[src/rtl/alu_pkg.sv]
// Shared types and constants for the ALU result stage.
package alu_pkg;

    localparam int FLAG_BITS = 4;

    // Bit order matches flags_o: {N,Z,C,V}, N in bit 3.
    typedef struct packed {
        logic n;
        logic z;
        logic c;
        logic v;
    } alu_flags_t;

    typedef enum logic [1:0] {
        RS_EMPTY,
        RS_ONE,
        RS_TWO
    } rs_state_t;

endpackage

[src/rtl/alu_flag_gen.sv]
// Combinational NZCV derivation from the ALU operands, the result and the overflow flag.
module alu_flag_gen
    import alu_pkg::*;
#(
    parameter int WIDTH = 3
) (
    input  logic             a_msb,
    input  logic             b_msb,
    input  logic             sel,
    input  logic [WIDTH-1:0] res,
    input  logic             v,
    output alu_flags_t       flags
);

    logic b_eff_msb;

    assign b_eff_msb = sel ? ~b_msb : b_msb;

    // Carry into the MSB is a^b^res there, so the carry-out follows from the MSB alone.
    assign flags.n = res[WIDTH-1];
    assign flags.z = (res == '0);
    assign flags.c = (a_msb & b_eff_msb) | ((a_msb | b_eff_msb) & ~res[WIDTH-1]);
    assign flags.v = v;

endmodule

[src/rtl/alu_result_stage.sv]
// Registered ALU result stage with a 2-entry skid buffer and NZCV flag capture.
// Optional sticky overflow output enabled by defining ALU_STICKY_OVERFLOW_EN.
module alu_result_stage
    import alu_pkg::*;
#(
    parameter int WIDTH = 3
) (
    input  logic                 clk_i,
    input  logic                 rst_ni,
    input  logic                 valid_i,
    output logic                 ready_o,
    input  logic [WIDTH-1:0]     bus_a_i,
    input  logic [WIDTH-1:0]     bus_b_i,
    input  logic                 select_i,
    input  logic [WIDTH-1:0]     bus_i,
    input  logic                 flag_v_i,
    output logic                 valid_o,
    input  logic                 ready_i,
    output logic [WIDTH-1:0]     bus_o,
    output logic [FLAG_BITS-1:0] flags_o
`ifdef ALU_STICKY_OVERFLOW_EN
    ,
    input  logic                 clr_sticky_i,
    output logic                 sticky_v_o
`endif
);

    if (WIDTH < 2) begin : g_width_check
        $error("alu_result_stage: WIDTH must be at least 2");
    end

    rs_state_t        state, state_nxt;
    logic             accept, produce;
    logic             load_main_in, load_main_skid, load_skid;
    logic [WIDTH-1:0] main_bus, skid_bus;
    alu_flags_t       main_flags, skid_flags, in_flags;

    alu_flag_gen #(.WIDTH(WIDTH)) u_flag_gen (
        .a_msb (bus_a_i[WIDTH-1]),
        .b_msb (bus_b_i[WIDTH-1]),
        .sel   (select_i),
        .res   (bus_i),
        .v     (flag_v_i),
        .flags (in_flags)
    );

    assign accept  = valid_i & ready_o;
    assign produce = valid_o & ready_i;

    always_ff @(posedge clk_i or negedge rst_ni) begin
        if (!rst_ni) begin
            state   <= RS_EMPTY;
            ready_o <= 1'b1;
        end else begin
            state   <= state_nxt;
            ready_o <= (state_nxt != RS_TWO);
        end
    end

    always_comb begin
        state_nxt      = state;
        load_main_in   = 1'b0;
        load_main_skid = 1'b0;
        load_skid      = 1'b0;
        case (state)
            RS_EMPTY: begin
                if (accept) begin
                    state_nxt    = RS_ONE;
                    load_main_in = 1'b1;
                end
            end
            RS_ONE: begin
                if (accept && produce) begin
                    load_main_in = 1'b1;
                end else if (accept) begin
                    state_nxt = RS_TWO;
                    load_skid = 1'b1;
                end else if (produce) begin
                    state_nxt = RS_EMPTY;
                end
            end
            RS_TWO: begin
                // ready_o is low here, so valid_i cannot cause an accept.
                if (produce) begin
                    state_nxt      = RS_ONE;
                    load_main_skid = 1'b1;
                end
            end
            default: state_nxt = RS_EMPTY;
        endcase
    end

    always_ff @(posedge clk_i or negedge rst_ni) begin
        if (!rst_ni) begin
            main_bus   <= '0;
            main_flags <= '0;
            skid_bus   <= '0;
            skid_flags <= '0;
        end else begin
            if (load_main_in) begin
                main_bus   <= bus_i;
                main_flags <= in_flags;
            end else if (load_main_skid) begin
                main_bus   <= skid_bus;
                main_flags <= skid_flags;
            end
            if (load_skid) begin
                skid_bus   <= bus_i;
                skid_flags <= in_flags;
            end else if (load_main_skid) begin
                skid_bus   <= '0;
                skid_flags <= '0;
            end
        end
    end

    assign valid_o = (state != RS_EMPTY);
    assign bus_o   = main_bus;
    assign flags_o = main_flags;

    // Upstream contract: the result on bus_i is the wrapped sum a + b_eff + select.
    // Also the only consumer of the operand bits below the MSB.
    assert property (@(posedge clk_i) disable iff (!rst_ni)
        accept |-> (bus_i == WIDTH'(bus_a_i + (select_i ? ~bus_b_i : bus_b_i) + WIDTH'(select_i))));

`ifdef ALU_STICKY_OVERFLOW_EN
    logic sticky;

    // A set in the same cycle as a clear takes priority.
    always_ff @(posedge clk_i or negedge rst_ni) begin
        if (!rst_ni) begin
            sticky <= 1'b0;
        end else if (produce && main_flags.v) begin
            sticky <= 1'b1;
        end else if (clr_sticky_i) begin
            sticky <= 1'b0;
        end
    end

    assign sticky_v_o = sticky;
`endif

endmodule
[config.mk]
export PLATFORM = sky130hd
export DESIGN_NAME = alu_result_stage
export DESIGN_NICKNAME = d
export VERILOG_FILES = /design/src/rtl/alu_pkg.sv /design/src/rtl/alu_flag_gen.sv /design/src/rtl/alu_result_stage.sv
export SDC_FILE = /design/constraint.sdc
export NUM_CORES = 1
export LEC_CHECK = 0
export CAP_MARGIN = 5
export CORE_MARGIN = 4
export CORE_UTILIZATION = 44
export DETAILED_ROUTE_END_ITERATION = 6
export GPL_TIMING_DRIVEN = 0
export HOLD_SLACK_MARGIN = 0.1
export PLACE_DENSITY = 0.86
export SETUP_SLACK_MARGIN = 0.5
export SKIP_CTS_REPAIR_TIMING = 1
export SLEW_MARGIN = 20
export SYNTH_ARGS = -nofsm -noshare
export SYNTH_HDL_FRONTEND = slang
export SYNTH_SLANG_ARGS = --single-unit
[constraint.sdc]
create_clock -name clk_i -period 1.7 [get_ports clk_i]
set_clock_uncertainty 0.05 [all_clocks]
set_input_delay 0.255 -clock clk_i [delete_from_list [all_inputs] [get_ports clk_i]]
set_output_delay 0.255 -clock clk_i [all_outputs]
set_load 0.01 [all_outputs]
==> impl_metrics.ini <==
[run_status]
status = finished, final reports clean

[clock_tree]
clockBufferDepth = 2
root_buffer = clkbuf_4
numCtsBuffers = 3
clk-insertion-delay-late_ns = 0.29
clk_pin_slew_worst_paths_ns = 0.09
cts_tree = built
htreeDepth = 1
cts.sink_count = 15

[worst_setup_path]
startpoint_type = flop
path_max_fanout = 7
worstPathRequired_ns = 1.83
regToRegStartpoint = state[0]
crit_type = flop to flop
arrival_ns = 1.71
worstSetupEndpointType = flop
critPathLaunch = state[0]

[synth]
syn_area_um2 = 745.7
syn_nets = 82
ys_seq_area_share_pct = 50.50
synthArstFlopShare_pct = 100.0
syn_inst = 67
syn_avg_cell_area_um2 = 11.13
synth_flop_cell = dfrtp_1
ys_seq_elements = 15
ys_types = 28
synth_edf_count = 0
yosys_warnings = 0

[timing]
finalCritPeriodShare_pct = 92.88
fin_crit_ns = 1.579
final-hold-violation-count = 0
max_freq_mhz = 633.3
slew_violations = 0
maxSlewHeadroom_pct = 56.19
rsz0062_at_grt = true
whs_ns = 0.3093
setup_viol = 0
worst_pin_slew_ns = 0.6551

[cells_and_area]
finalInstanceArea_mm2 = 0.001102
final_cells = 116
drive_above_1_share_pct = 27.00
fill_cells = 115
area_delta_synth_final_pct = 47.82
diodes = 0
num-nets-final = 116

[detailed_routing]
ant_nets = 0
wl_per_cell_um = 14.43
via_count = 620
dr.pass1.iters = 4
drc = 0
drt_wl_total_mm = 1.674
viasPerCell = 5.345
drt_iter0_drc = 9

[placement]
dp_cells = 102
dpl.hpwl_mm = 1.112
dpl_cell_area_um2 = 959.7
io_buffers = 19
gp_congestion = 0.7868

[global_routing]
grt-ovfl-total = 0
antenna_found_initial = 0
grt_pass1_vias = 583
grt_pass1_wl_mm = 2.649
grtUsageTotal_pct = 13.85
grt_max_degree = 16

[floorplanning]
start_util_pct = 47.83
num_rows = 14
core_area_mm2 = 0.001559
die-width_um = 49.17
dieArea_mm2 = 0.002418
io_pins = 24
fp.dieH_um = 49.17

[power]
finalPower_mw = 1.607
vdd_drop_max_mv = 0.7296
power_leakage_nw = 0.5974
cellPowerDensity_mw_per_mm2 = 1458

[min_path]
min_path_type = input pin to async pin

[run]
cap_violations = 0
layer usage:
metal  part of all wire (%)  routed length, um  track usage, %
met2                     49                816           23.21
met1                     44                740           16.79
met5                      0                  0               0
met3                    5.3                 88           4.281
met4                    1.6                 27           4.265
state kept, by name (all words and copies together) (netlist names):
| signal | flops |
|---|---|
| ready_o | 1 |
| bus_o | 2 |
| flags_o | 4 |
| skid_bus | 2 |
| skid_flags | 4 |
| state | 2 |
layout by cell type (no fill, tap or decap), types with 2 or more instances in the layout:
cell type,instances
buf_6,7
dfrtp_1,14
and2_1,6
o21ai_1,3
buf_4,10
clkbuf_4,3
nand3_1,4
nand2_1,6
mux2i_1,4
a221o_1,5
and3b_1,2
dlymetal6s2s_1,8
clkdlybuf4s50_1,9
power breakdown:
part           total [mW]  internal (mW)  switching, mW
Sequential          0.604          0.515         0.0886
Combinational       0.794          0.488          0.306
Clock               0.210         0.0876          0.122
cell families after synthesis:
family | share of synthesized area [%]
adder cells (fa/ha/maj) | 1.342
buffers and inverters | 6.206
AND/OR/NAND/NOR | 21.31
multiplexers | 7.382
XOR/XNOR | 1.175
AO/OA/AOI/OAI | 12.08
flip-flops | 50.50
Yosys cell counts (2+ instances only):
| cell | instances | share of area [%] |
|---|---|---|
| a221o_1 | 5 | 6.7 |
| and2_1 | 6 | 5.0 |
| and3b_1 | 2 | 2.3 |
| buf_4 | 2 | 2.0 |
| buf_6 | 2 | 3.0 |
| dfrtp_1 | 14 | 47 |
| mux2i_1 | 4 | 5.4 |
| nand2_1 | 6 | 3.0 |
| nand3_1 | 4 | 2.7 |
| o21ai_0 | 4 | 2.7 |
per-stage QoR:
stage | setup WS, ns | TNS, ns | util (%)
global route | 0.05702 | 0 | 70.71
detailed placement | -0.2225 | -1.182 | 61.56
CTS | -0.1878 | -0.1878 | 63.32
global placement | -0.1889 | -0.9231 | 61.56
finish | 0.1211 | 0 | 70.71
floorplan | 0.1938 | 0 | -
path summary, 6_finish.rpt:
| kind | endpoint | slack [ns] | depth (start not counted) |
|---|---|---|---|
| max | flags_o[2] | 0.12 | 4 |
| min | bus_o[1] | 0.31 | 1 |
| max reg2reg | flags_o[2] | 0.12 | 4 |
| min reg2reg | flags_o[0] | 0.46 | 1 |
| max in group asynchronous | skid_flags[1] | 0.87 | 1 |
| min in group clk_i | ready_o | 0.36 | 3 |
cell type report:
cell class,count,area (um^2),area share [%]
clock buffer,3,22.52,2.043
buffer,5,56.30,5.108
inverter,1,3.754,0.3405
clock inverter,1,5.005,0.4540
timing repair buffer,29,287.8,26.11
multi-input combinational,46,330.3,29.97
sequential,15,376.6,34.17
tap,16,20.02,1.816
worst max-delay path, cell delays in order (launching register included):
cell and delay, ns:
dfrtp_1 0.43, nor2b_4 0.15, buf_6 0.13, o31a_1 0.38
a221o_1 0.33
(Power assumes the default switching activity.)
